`config.mk`:
```
export PLATFORM = sky130hd
export DESIGN_NAME = addsub_serial
export DESIGN_NICKNAME = d
export VERILOG_FILES = /design/src/rtl/addsub_serial.sv
export SDC_FILE = /design/constraint.sdc
export NUM_CORES = 1
export LEC_CHECK = 0
export BUFFER_PORTS_ARGS = -buffer_cell sky130_fd_sc_hd__buf_2
export CAP_MARGIN = 20
export CORE_MARGIN = 2
export CORE_UTILIZATION = 30
export CTS_CLUSTER_DIAMETER = 200
export CTS_CLUSTER_SIZE = 20
export DETAILED_ROUTE_END_ITERATION = 7
export RECOVER_POWER = 50
export SYNTH_ARGS = -nofsm -noshare
export SYNTH_HDL_FRONTEND = slang
export SYNTH_SLANG_ARGS = --single-unit
```
`constraint.sdc`:
```
create_clock -name clk -period 3.1 [get_ports clk]
set_clock_uncertainty 0.15 [all_clocks]
set_input_delay 0.31 -clock clk [delete_from_list [all_inputs] [get_ports clk]]
set_output_delay 0.31 -clock clk [all_outputs]
set_load 0.01 [all_outputs]
```
`src/rtl/addsub_serial.sv`:
```
// ============================================================================
// Module   : addsub_serial
// Purpose  : Multi-cycle two's-complement add/sub, CHUNK bits per clock, with
//            a valid/ready handshake on both sides and carry/overflow/zero
//            flags. Optional macro ADDSUB_SAT_EN clamps on signed overflow.
// Revision : 1.0  initial release
// ============================================================================
`default_nettype none

module addsub_serial #(
  parameter int WIDTH = 16,
  parameter int CHUNK = 4
) (
  input  logic             clk,
  input  logic             rst,
  input  logic             in_valid,
  output logic             in_ready,
  input  logic [WIDTH-1:0] a,
  input  logic [WIDTH-1:0] b,
  input  logic             mode,
  output logic             out_valid,
  input  logic             out_ready,
  output logic [WIDTH-1:0] result,
  output logic             carry_out,
  output logic             overflow,
  output logic             zero
);

  localparam int NCHUNK = WIDTH / CHUNK;
  localparam int CNT_W  = (NCHUNK > 1) ? $clog2(NCHUNK) : 1;
  localparam logic [CNT_W-1:0] C_LAST = CNT_W'(NCHUNK - 1);

  typedef enum logic [1:0] {
    S_IDLE = 2'd0,
    S_CALC = 2'd1,
    S_DONE = 2'd2
  } state_t;

  state_t             r_state;
  state_t             w_state_nxt;
  logic [CNT_W-1:0]   r_cnt;
  logic [WIDTH-1:0]   r_a;
  logic [WIDTH-1:0]   r_b;
  logic               r_carry;
  logic [WIDTH-1:0]   r_acc;
  logic [WIDTH-1:0]   r_res;
  logic               r_cout;
  logic               r_ovf;
  logic               r_zero;

  logic               w_accept;
  logic               w_last;
  logic [CHUNK-1:0]   w_a_chk;
  logic [CHUNK-1:0]   w_b_chk;
  logic [CHUNK:0]     w_sum;
  logic [WIDTH-1:0]   w_acc_nxt;
  logic               w_ovf;
  logic [WIDTH-1:0]   w_pres;

  // Reset gates in_ready so nothing is accepted while rst is held.
  assign in_ready  = !rst && ((r_state == S_IDLE) || ((r_state == S_DONE) && out_ready));
  assign w_accept  = in_valid && in_ready;
  assign w_last    = (r_cnt == C_LAST);

  always_ff @(posedge clk) begin
    if (rst) begin
      r_state <= S_IDLE;
    end else begin
      r_state <= w_state_nxt;
    end
  end

  always_comb begin
    w_state_nxt = r_state;
    out_valid   = (r_state == S_DONE);
    case (r_state)
      S_IDLE: begin
        if (w_accept) w_state_nxt = S_CALC;
      end
      S_CALC: begin
        if (w_last) w_state_nxt = S_DONE;
      end
      S_DONE: begin
        if (out_ready) w_state_nxt = w_accept ? S_CALC : S_IDLE;
      end
      default: w_state_nxt = S_IDLE;
    endcase
  end

  // One CHUNK-wide slice of the ripple adder, selected by the chunk counter.
  always_comb begin
    w_a_chk   = r_a[r_cnt*CHUNK +: CHUNK];
    w_b_chk   = r_b[r_cnt*CHUNK +: CHUNK];
    w_sum     = {1'b0, w_a_chk} + {1'b0, w_b_chk} + {{CHUNK{1'b0}}, r_carry};
    w_acc_nxt = r_acc;
    w_acc_nxt[r_cnt*CHUNK +: CHUNK] = w_sum[CHUNK-1:0];
  end

  assign w_ovf = (r_a[WIDTH-1] == r_b[WIDTH-1]) && (w_acc_nxt[WIDTH-1] != r_a[WIDTH-1]);

`ifdef ADDSUB_SAT_EN
  always_comb begin
    w_pres = w_acc_nxt;
    if (w_ovf) begin
      w_pres = r_a[WIDTH-1] ? {1'b1, {(WIDTH-1){1'b0}}} : {1'b0, {(WIDTH-1){1'b1}}};
    end
  end
`else
  assign w_pres = w_acc_nxt;
`endif

  // Partial sums live in r_acc; the visible result only updates on completion.
  always_ff @(posedge clk) begin
    if (rst) begin
      r_cnt   <= '0;
      r_a     <= '0;
      r_b     <= '0;
      r_carry <= 1'b0;
      r_acc   <= '0;
      r_res   <= '0;
      r_cout  <= 1'b0;
      r_ovf   <= 1'b0;
      r_zero  <= 1'b0;
    end else if (w_accept) begin
      r_a     <= a;
      r_b     <= b ^ {WIDTH{mode}};
      r_carry <= mode;
      r_cnt   <= '0;
    end else if (r_state == S_CALC) begin
      r_acc   <= w_acc_nxt;
      r_carry <= w_sum[CHUNK];
      r_cnt   <= r_cnt + 1'b1;
      if (w_last) begin
        r_res  <= w_pres;
        r_cout <= w_sum[CHUNK];
        r_ovf  <= w_ovf;
        r_zero <= (w_pres == '0);
      end
    end
  end

  assign result    = r_res;
  assign carry_out = r_cout;
  assign overflow  = r_ovf;
  assign zero      = r_zero;

endmodule

`default_nettype wire
```
# Word level (Yosys, flattened, before mapping)
# Cells that the tools add are included.
[totals]
reg_bits = 72
word_cells = 49
[classes]
add_sub_neg = 4
eq_ne = 8
shift = 4
muxes = 8
n_bitwise = 2
n_reduce_logical = 13
[op_table]
columns = ["operator", "count"]
rows = [
  ["$neg A4 Y34", 1],
  ["$shift A4 B34 Y16 const A", 1],
  ["$shiftx A4 B34 Y16", 1],
  ["$shiftx A16 B5 Y4", 2],
  ["$bwmux W16", 1],
  ["$logic_not A16 Y1", 1],
  ["$xor A16 B16 Y16", 1],
  ["$mux W2", 3],
  ["$pmux W2 S3", 1],
  ["$reduce_and A3 Y1", 2],
  ["$add A4 B4 Y5", 1],
  ["$add A5 B1 Y5", 1],
  ["$eq A2 B2 Y1 const B", 2],
  ["$logic_and A1 B1 Y1", 4],
  ["$ne A2 B2 Y1 const B", 2],
  ["$mux W1", 3],
  ["$add A2 B1 Y2 const B", 1],
  ["$eq A2 B1 Y1 const B", 1],
  ["$logic_not A2 Y1", 1],
  ["$ne A2 B1 Y1 const B", 1],
  ["$reduce_and A2 Y1", 1],
  ["$reduce_bool A2 Y1", 1],
  ["$reduce_or A2 Y1", 1],
  ["$eq A1 B1 Y1", 1],
  ["other kinds (4)", 4],
]

# Logic depth before layout (Yosys ltp)
# Gate-level depths: netlist of the first run.
[depth]
depth_word = 8
mapped_depth = 10

# Worst setup path before layout of the first run
# OpenSTA, ideal clock, no wires.
[synth_path]
path_kind = "flip-flop to flip-flop"
startpoint = "register r_cnt[0]"
endpoint = "register r_zero, in the netlist zero"
setup_ns = 0.134
arrival_time_ns = 2.696
required_ns = 2.816
path_slack_ns = 0.120
stages_incl_launch_ff = 11
n_path_buf = 1
period_less_slack_ns = 2.980
path_cell_list = "dfxtp_1 -> buf_6 -> mux4_2 -> fa_1 -> inv_1 -> fa_1 -> inv_1 -> a41oi_1 -> nor2b_1 -> nand4_1 -> o32ai_2"
[synth_via]
elab_chain_len = 6
elab_cells_between_ends = 11
[synth_rtl]
columns = ["element", "line", "source"]
rows = [
  ["start, declared", "41", "logic [CNT_W-1:0] r_cnt;"],
  ["start signal, assigned", "132", "r_cnt <= r_cnt + 1'b1;"],
  ["$shiftx A16 B5 Y4 (on tied branches)", "92, 93", ""],
  ["$add A4 B4 Y5", "94", "w_sum = {1'b0, w_a_chk} + {1'b0, w_b_chk} + {{CHUNK{1'b0}}, r_carry};"],
  ["$add A5 B1 Y5", "94", ""],
  ["$shiftx A4 B34 Y16", "96", "w_acc_nxt[r_cnt*CHUNK +: CHUNK] = w_sum[CHUNK-1:0];"],
  ["$bwmux W16", "96", ""],
  ["$logic_not A16 Y1", "137", "r_zero <= (w_pres == '0);"],
  ["end signal, assigned", "137", ""],
  ["end, declared", "49", "logic r_zero;"],
]
# Parallel ways exist; a longest one is shown, timed or not.
# A chain may end at the register's enable or synchronous reset.

# Worst setup path in the final report of the first run
# Same ends and word-level chain as after synthesis.

==> results.json, run 1 <==
{
  "cap_violations": 0,
  "post_dp_cell_area_um2": 3850,
  "detail_route.iter0.violations": 82,
  "crit_slowest_cell": "mux4_2",
  "cts-root-buf": "clkbuf_16",
  "grt-ovfl-total": 0,
  "cp_max_fo": 5,
  "ant_nets": 0,
  "cts_tree": "done",
  "insertion_delay_ns": 0.34,
  "ir_worst_vdd_v": 0.000268,
  "ys_ff_latch": 72,
  "die-area_um2": 12300,
  "design_area_um2": 4150,
  "core_um2": 11300,
  "crit_family": "adder cells",
  "grt_max_degree": 51,
  "area_growth_pct": 20.6,
  "max_slew.worst_pin.slew_ns": 0.927,
  "crit_chain": "mux4_2 -> fa_1 -> inv_1 -> fa_1 -> inv_1 -> a41oi_1 -> nor2b_1 -> nand4_1 -> o32ai_2",
  "vias": 2972,
  "critPathKind": "reg -> reg",
  "synth_cells": 392,
  "grt_antenna_before_repair": 0,
  "rows": 39,
  "cts_setup_buffers": 0,
  "die_w_um": 111,
  "ys_warn_count": 0,
  "synthTopCellsByArea": "dfxtp_1, nand3_1, xnor2_1, nand2_1, o21ai_0",
  "min_path_type": "in -> reg",
  "fmax_ghz": 0.346,
  "nNetsFinal": 494,
  "io_buffers": 57,
  "cts.path.max_buffers": 2,
  "antenna_cells": 0,
  "start_kind": "register",
  "cts_buffers": 9,
  "post-route-period-util_pct": 93.1,
  "crit_path_end_kind": "register",
  "clkSinkCount": 72,
  "required_ns": 3.15,
  "yosysTopAreaCellShare_pct": 41.9,
  "syn-num-nets": 440,
  "async_reset_ff_share_pct": 0,
  "die_h_um": 111,
  "yosysTopAreaCell": "dfxtp_1",
  "hold_viol": 0,
  "ff_latch_area_um2": 1440,
  "relSlewSlack_pct": 38.1,
  "clk_pin_slew_worst_paths_ns": 0.06,
  "drc": 0,
  "pwr_density_cell_nw_per_um2": 581,
  "worstPathArrival_ns": 2.94,
  "wl_um": 8570,
  "finalCriticalPeriod_ns": 2.89,
  "synth_area_um2": 3440,
  "worst-path-buf-inv": 2,
  "power.leakage_nw": 1.67,
  "rsz0062_at_grt": "false",
  "gp_congestion": 0.876,
  "htree_levels": 3,
  "wl_per_cell_um": 14.4,
  "outcome": "finished clean",
  "setup_tns_ns": 0,
  "n_fill_cell": 1184,
  "layout-drive-gt1-share_pct": 17.3,
  "synth_area_per_cell_um2": 8.77,
  "ys.flop_type": "dfxtp_1",
  "drtPass1Iterations": 5,
  "synth_edf_count": 0,
  "vias_per_cell": 5.00,
  "grt_pass1_wl_um": 14100,
  "setup_violations": 0,
  "synth_seq_area_share_pct": 41.9,
  "grt_pass1_vias": 2893,
  "grt_usage_pct": 14.2,
  "dp_hpwl_um": 6150,
  "multi_input_area_um2": 1790,
  "start_util_pct": 30.4,
  "cp_slowest_stage_delay_ns": 0.56,
  "slew_viol_final": 0,
  "ios": 58,
  "yosys.cell_types.count": 50
}
==> final cells by class <==
cell class | count | share of cell area [%]
flip-flops and latches | 72 | 34.8
clock inverters | 3 | 0.573
repair buffers | 72 | 8.99
clock buffers | 13 | 6.76
multi-input cells | 277 | 43.3
inverters | 14 | 1.33
well taps | 143 | 4.32
==> kinds of logic after synthesis <==
| group | after synthesis | share of synthesized area, % |
|---|---|---|
| fa+ha+maj | 11 | 4.44 |
| flops | 72 | 41.9 |
| compound gates | 88 | 17.0 |
| mux | 9 | 5.78 |
| simple gates | 150 | 20.2 |
| xor+xnor | 19 | 4.84 |
| buf+inv | 43 | 5.78 |
==> layout by cell type (no fill, tap or decap), drive strengths merged, types with 3 or more instances in the layout <==
master	count
dfxtp	72
buf	46
nand2	44
nor2	38
clkbuf	36
nand3	35
o21ai	33
xnor2	19
a21oi	14
inv	13
nor3	10
a221oi	9
ha	9
a22oi	8
nor2b	8
mux4	8
a211oi	6
and2	4
nand2b	3
o221ai	3
a31oi	3
dlygate4sd3	3
==> synth_stat cells (2+ instances only) <==
library cell   n
a21o_1         2
xnor2_1       19
dfxtp_1       72
inv_1         12
a221o_1        2
o21ai_0       32
a211oi_2       2
a21oi_1       13
clkbuf_1      16
buf_6          2
nand3_1       35
ha_1           9
o22ai_1        2
o221ai_1       3
nand2_1       44
fa_1           2
nand2b_1       3
buf_2          6
mux4_2         6
a211o_1        2
nor2b_1        7
nor2_1        38
a221oi_1       9
a31oi_1        3
mux4_1         2
a22oi_1        8
and3_1         2
buf_4          3
and2_1         3
a211oi_1       4
nor3_1        10
==> per-stage QoR <==
step	utilization (%)	power (mW)	cells	hold slack [ns]	setup slack [ns]
5_1_grt	36.6	2.52	594	0.0242	0.0141
4_1_cts	37.0	2.44	594	0.000380	0.213
3_5_place_dp	34.0	1.40	575	0.298	0.205
6_report	36.6	2.41	594	0.0158	0.214
3_3_place_gp	34.0	1.39	575	0.297	0.298
2_1_floorplan	-	1.29	392	0.259	0.120
==> worst min-delay path, delay by kind of cell <==
family	cells	cell delay, ns
buffers and inverters	1	0.08
and+or+nand+nor	2	0.08
==> power by group <==
part | switching [mW] | internal (mW) | total, mW
Clock | 0.399 | 0.630 | 1.03
Sequential | 0.0355 | 0.977 | 1.01
Combinational | 0.214 | 0.154 | 0.368
==> flip-flops by register name, indices dropped and copies added, names as in the netlist <==
name and flops:
r_a 16, zero 1, r_b 16, r_cnt 2, result 16, r_acc 16, r_state 2, r_carry 1
overflow 1, carry_out 1
==> per-layer routing <==
layer / up-vias / share of wire [%] / global-route usage (%)
met5: - / 0 / 0
met2: 76 / 48 / 23.9
met1: 1388 / 46 / 17.4
met4: 0 / 1.7 / 5.60
met3: 15 / 4.1 / 3.72
li1: 1493 / - / -
==> path summary, 6_finish.rpt <==
check / depth (start not counted) / to / slack, ns / startpoint
worst max-delay path: 9 / zero / 0.21 / r_cnt[0]
worst min-delay path: 3 / r_a[3] / 0.02 / a[3]
worst max register to register: 9 / zero / 0.21 / r_cnt[0]
worst min register to register: 2 / r_a[3] / 0.31 / r_a[3]
==> repair_timing <==
action | in CTS | in global routing
setup endpoints to repair | 0 | 0
hold buffers | 3 | 0
gates resized for setup | 0 | 0
endpoints found under the hold margin | 3 | 0
No activity file was read; power rests on OpenSTA's default activity.
==> run 2: changes to the inputs <==
--- a/config.mk
+++ b/config.mk
@@ -5,14 +5,16 @@
 export SDC_FILE = /design/constraint.sdc
 export NUM_CORES = 1
 export LEC_CHECK = 0
-export BUFFER_PORTS_ARGS = -buffer_cell sky130_fd_sc_hd__buf_2
 export CAP_MARGIN = 20
 export CORE_MARGIN = 2
 export CORE_UTILIZATION = 30
 export CTS_CLUSTER_DIAMETER = 200
 export CTS_CLUSTER_SIZE = 20
 export DETAILED_ROUTE_END_ITERATION = 7
+export DONT_BUFFER_PORTS = 1
+export MAX_ROUTING_LAYER = met4
 export RECOVER_POWER = 50
+export REMOVE_ABC_BUFFERS = 1
 export SYNTH_ARGS = -nofsm -noshare
 export SYNTH_HDL_FRONTEND = slang
 export SYNTH_SLANG_ARGS = --single-unit
==> results.json, run 2 (same netlist as run 1, synthesis figures left out) <==
{
  "pwr-share-comb_pct": 16.0,
  "area_growth_pct": 16.8,
  "crit_family": "adder cells",
  "ios": 58,
  "setup_violations": 0,
  "clk_pin_slew_worst_paths_ns": 0.06,
  "intPower_mw": 1.68,
  "seqPwrFrac_pct": 43.5,
  "cts_buffers": 9,
  "rr_endpoint": "zero",
  "outcome": "finished clean",
  "hold_start": "b[9]",
  "htree_levels": 3,
  "whs_path_depth": 2,
  "switching_share_pct": 27.6,
  "ant_nets": 0,
  "max_slew.worst_pin.slew_ns": 0.858,
  "start_util_pct": 30.4,
  "post-place-ws_ns": 0.253,
  "drtPass1Iterations": 4,
  "vias": 2813,
  "die-area_um2": 12300,
  "required_ns": 3.16,
  "cts_setup_buffers": 0,
  "hold_viol": 0,
  "die_h_um": 111,
  "p_clk_share_pct": 40.6,
  "cp_slowest_stage_delay_ns": 0.54,
  "grt_pass1_vias": 2878,
  "critPathKind": "reg -> reg",
  "grt_max_degree": 51,
  "rsz0062_at_grt": "false",
  "clkSinkCount": 72,
  "n_fill_cell": 1189,
  "insertion_delay_ns": 0.33,
  "cap_violations": 0,
  "antenna_cells": 0,
  "hold_buffers": 18,
  "p_sw_mw": 0.640,
  "layout_setup_ws_ns": 0.258,
  "die_w_um": 111,
  "final_common_cell": "dfxtp_1",
  "crit_path_end_kind": "register",
  "min_to": "r_b[9]",
  "grt-ovfl-total": 0,
  "nNetsFinal": 452,
  "cp_max_fo": 4,
  "drc": 0,
  "crit_slowest_cell": "mux4_2",
  "cts.path.max_buffers": 2,
  "cts_resized": 0,
  "rrSetupSlack_ns": 0.26,
  "r2r_start": "r_cnt[0]",
  "cts_tree": "done",
  "post-route-period-util_pct": 91.7,
  "crit_chain": "mux4_2 -> fa_1 -> inv_1 -> fa_1 -> inv_1 -> a41oi_1 -> nor2b_1 -> nand4_1 -> o32ai_2",
  "final_cell_mix": "dfxtp_1, nand2_1, nor2_1, nand3_1, o21ai_0",
  "reg2reg_depth": 9,
  "detail_route.iter0.violations": 102,
  "finalCriticalPeriod_ns": 2.84,
  "io_buffers": 0,
  "grt_antenna_before_repair": 0,
  "rows": 39,
  "dp_hpwl_um": 5730,
  "ir_worst_vdd_v": 0.000296,
  "worstPathArrival_ns": 2.90,
  "pwr_density_cell_nw_per_um2": 578,
  "slew_viol_final": 0,
  "wl_um": 8530,
  "fmax_ghz": 0.352,
  "vias_per_cell": 5.10,
  "min_path_type": "in -> reg",
  "setup_tns_ns": 0,
  "relSlewSlack_pct": 42.8,
  "power.leakage_nw": 1.56,
  "core_um2": 11300,
  "multi_input_area_um2": 1790,
  "ff_latch_area_um2": 1440,
  "grt_usage_pct": 15.0,
  "gp_congestion": 0.818,
  "start_kind": "register",
  "cts-root-buf": "clkbuf_16",
  "grt_pass1_wl_um": 14700,
  "wl_per_cell_um": 15.5,
  "layout-drive-gt1-share_pct": 10.3,
  "worst-path-buf-inv": 2
}
## run 2: worst max path at each step
stage                         from    to  depth (start not counted)
after floorplan           r_cnt[0]  zero                          9
after global placement    r_cnt[0]  zero                          9
after detailed placement  r_cnt[0]  zero                          9
after CTS                 r_cnt[0]  zero                          9
after global routing      r_cnt[0]  zero                          9
final                     r_cnt[0]  zero                          9
## run 2: layout make-up
class                   count  area share (%)
well taps                 143            4.45
repair buffers             30            6.85
inverters                  14            1.37
clock inverters             6            1.09
multi-input cells         277            44.7
clock buffers              10            5.70
flip-flops and latches     72            35.9
## run 2: layer usage
metal	vias to the layer above	wire length (µm)	global-route usage, %	part of all wire (%)
li1	1405	-	-	-
met1	1333	4010	19.3	47
met2	67	3890	23.0	46
met3	8	553	5.14	6.5
met4	0	79	3.62	0.93
met5	-	0	-	0
## run 2: metrics by stage
step | instance area, µm² | hold WS, ns | cells | total power [mW] | utilization, %
4_1_cts | 4010 | 0.00383 | 551 | 2.35 | 35.4
3_5_place_dp | 3560 | 0.239 | 517 | 1.37 | 31.4
2_1_floorplan | 3300 | 0.229 | 363 | 1.26 | -
5_1_grt | 4020 | 0.0193 | 552 | 2.45 | 35.5
6_report | 4020 | 0.00952 | 552 | 2.32 | 35.5
3_3_place_gp | 3560 | 0.237 | 517 | 1.37 | 31.4
## run 2: power groups by stage
stage | Clock (mW) | Sequential, mW | Combinational [mW]
floorplan | 0 | 1.02 | 0.233
global placement | 0 | 1.03 | 0.339
detailed placement | 0 | 1.03 | 0.344
CTS | 0.969 | 1.01 | 0.369
global route | 1.02 | 1.01 | 0.411
finish | 0.942 | 1.01 | 0.370
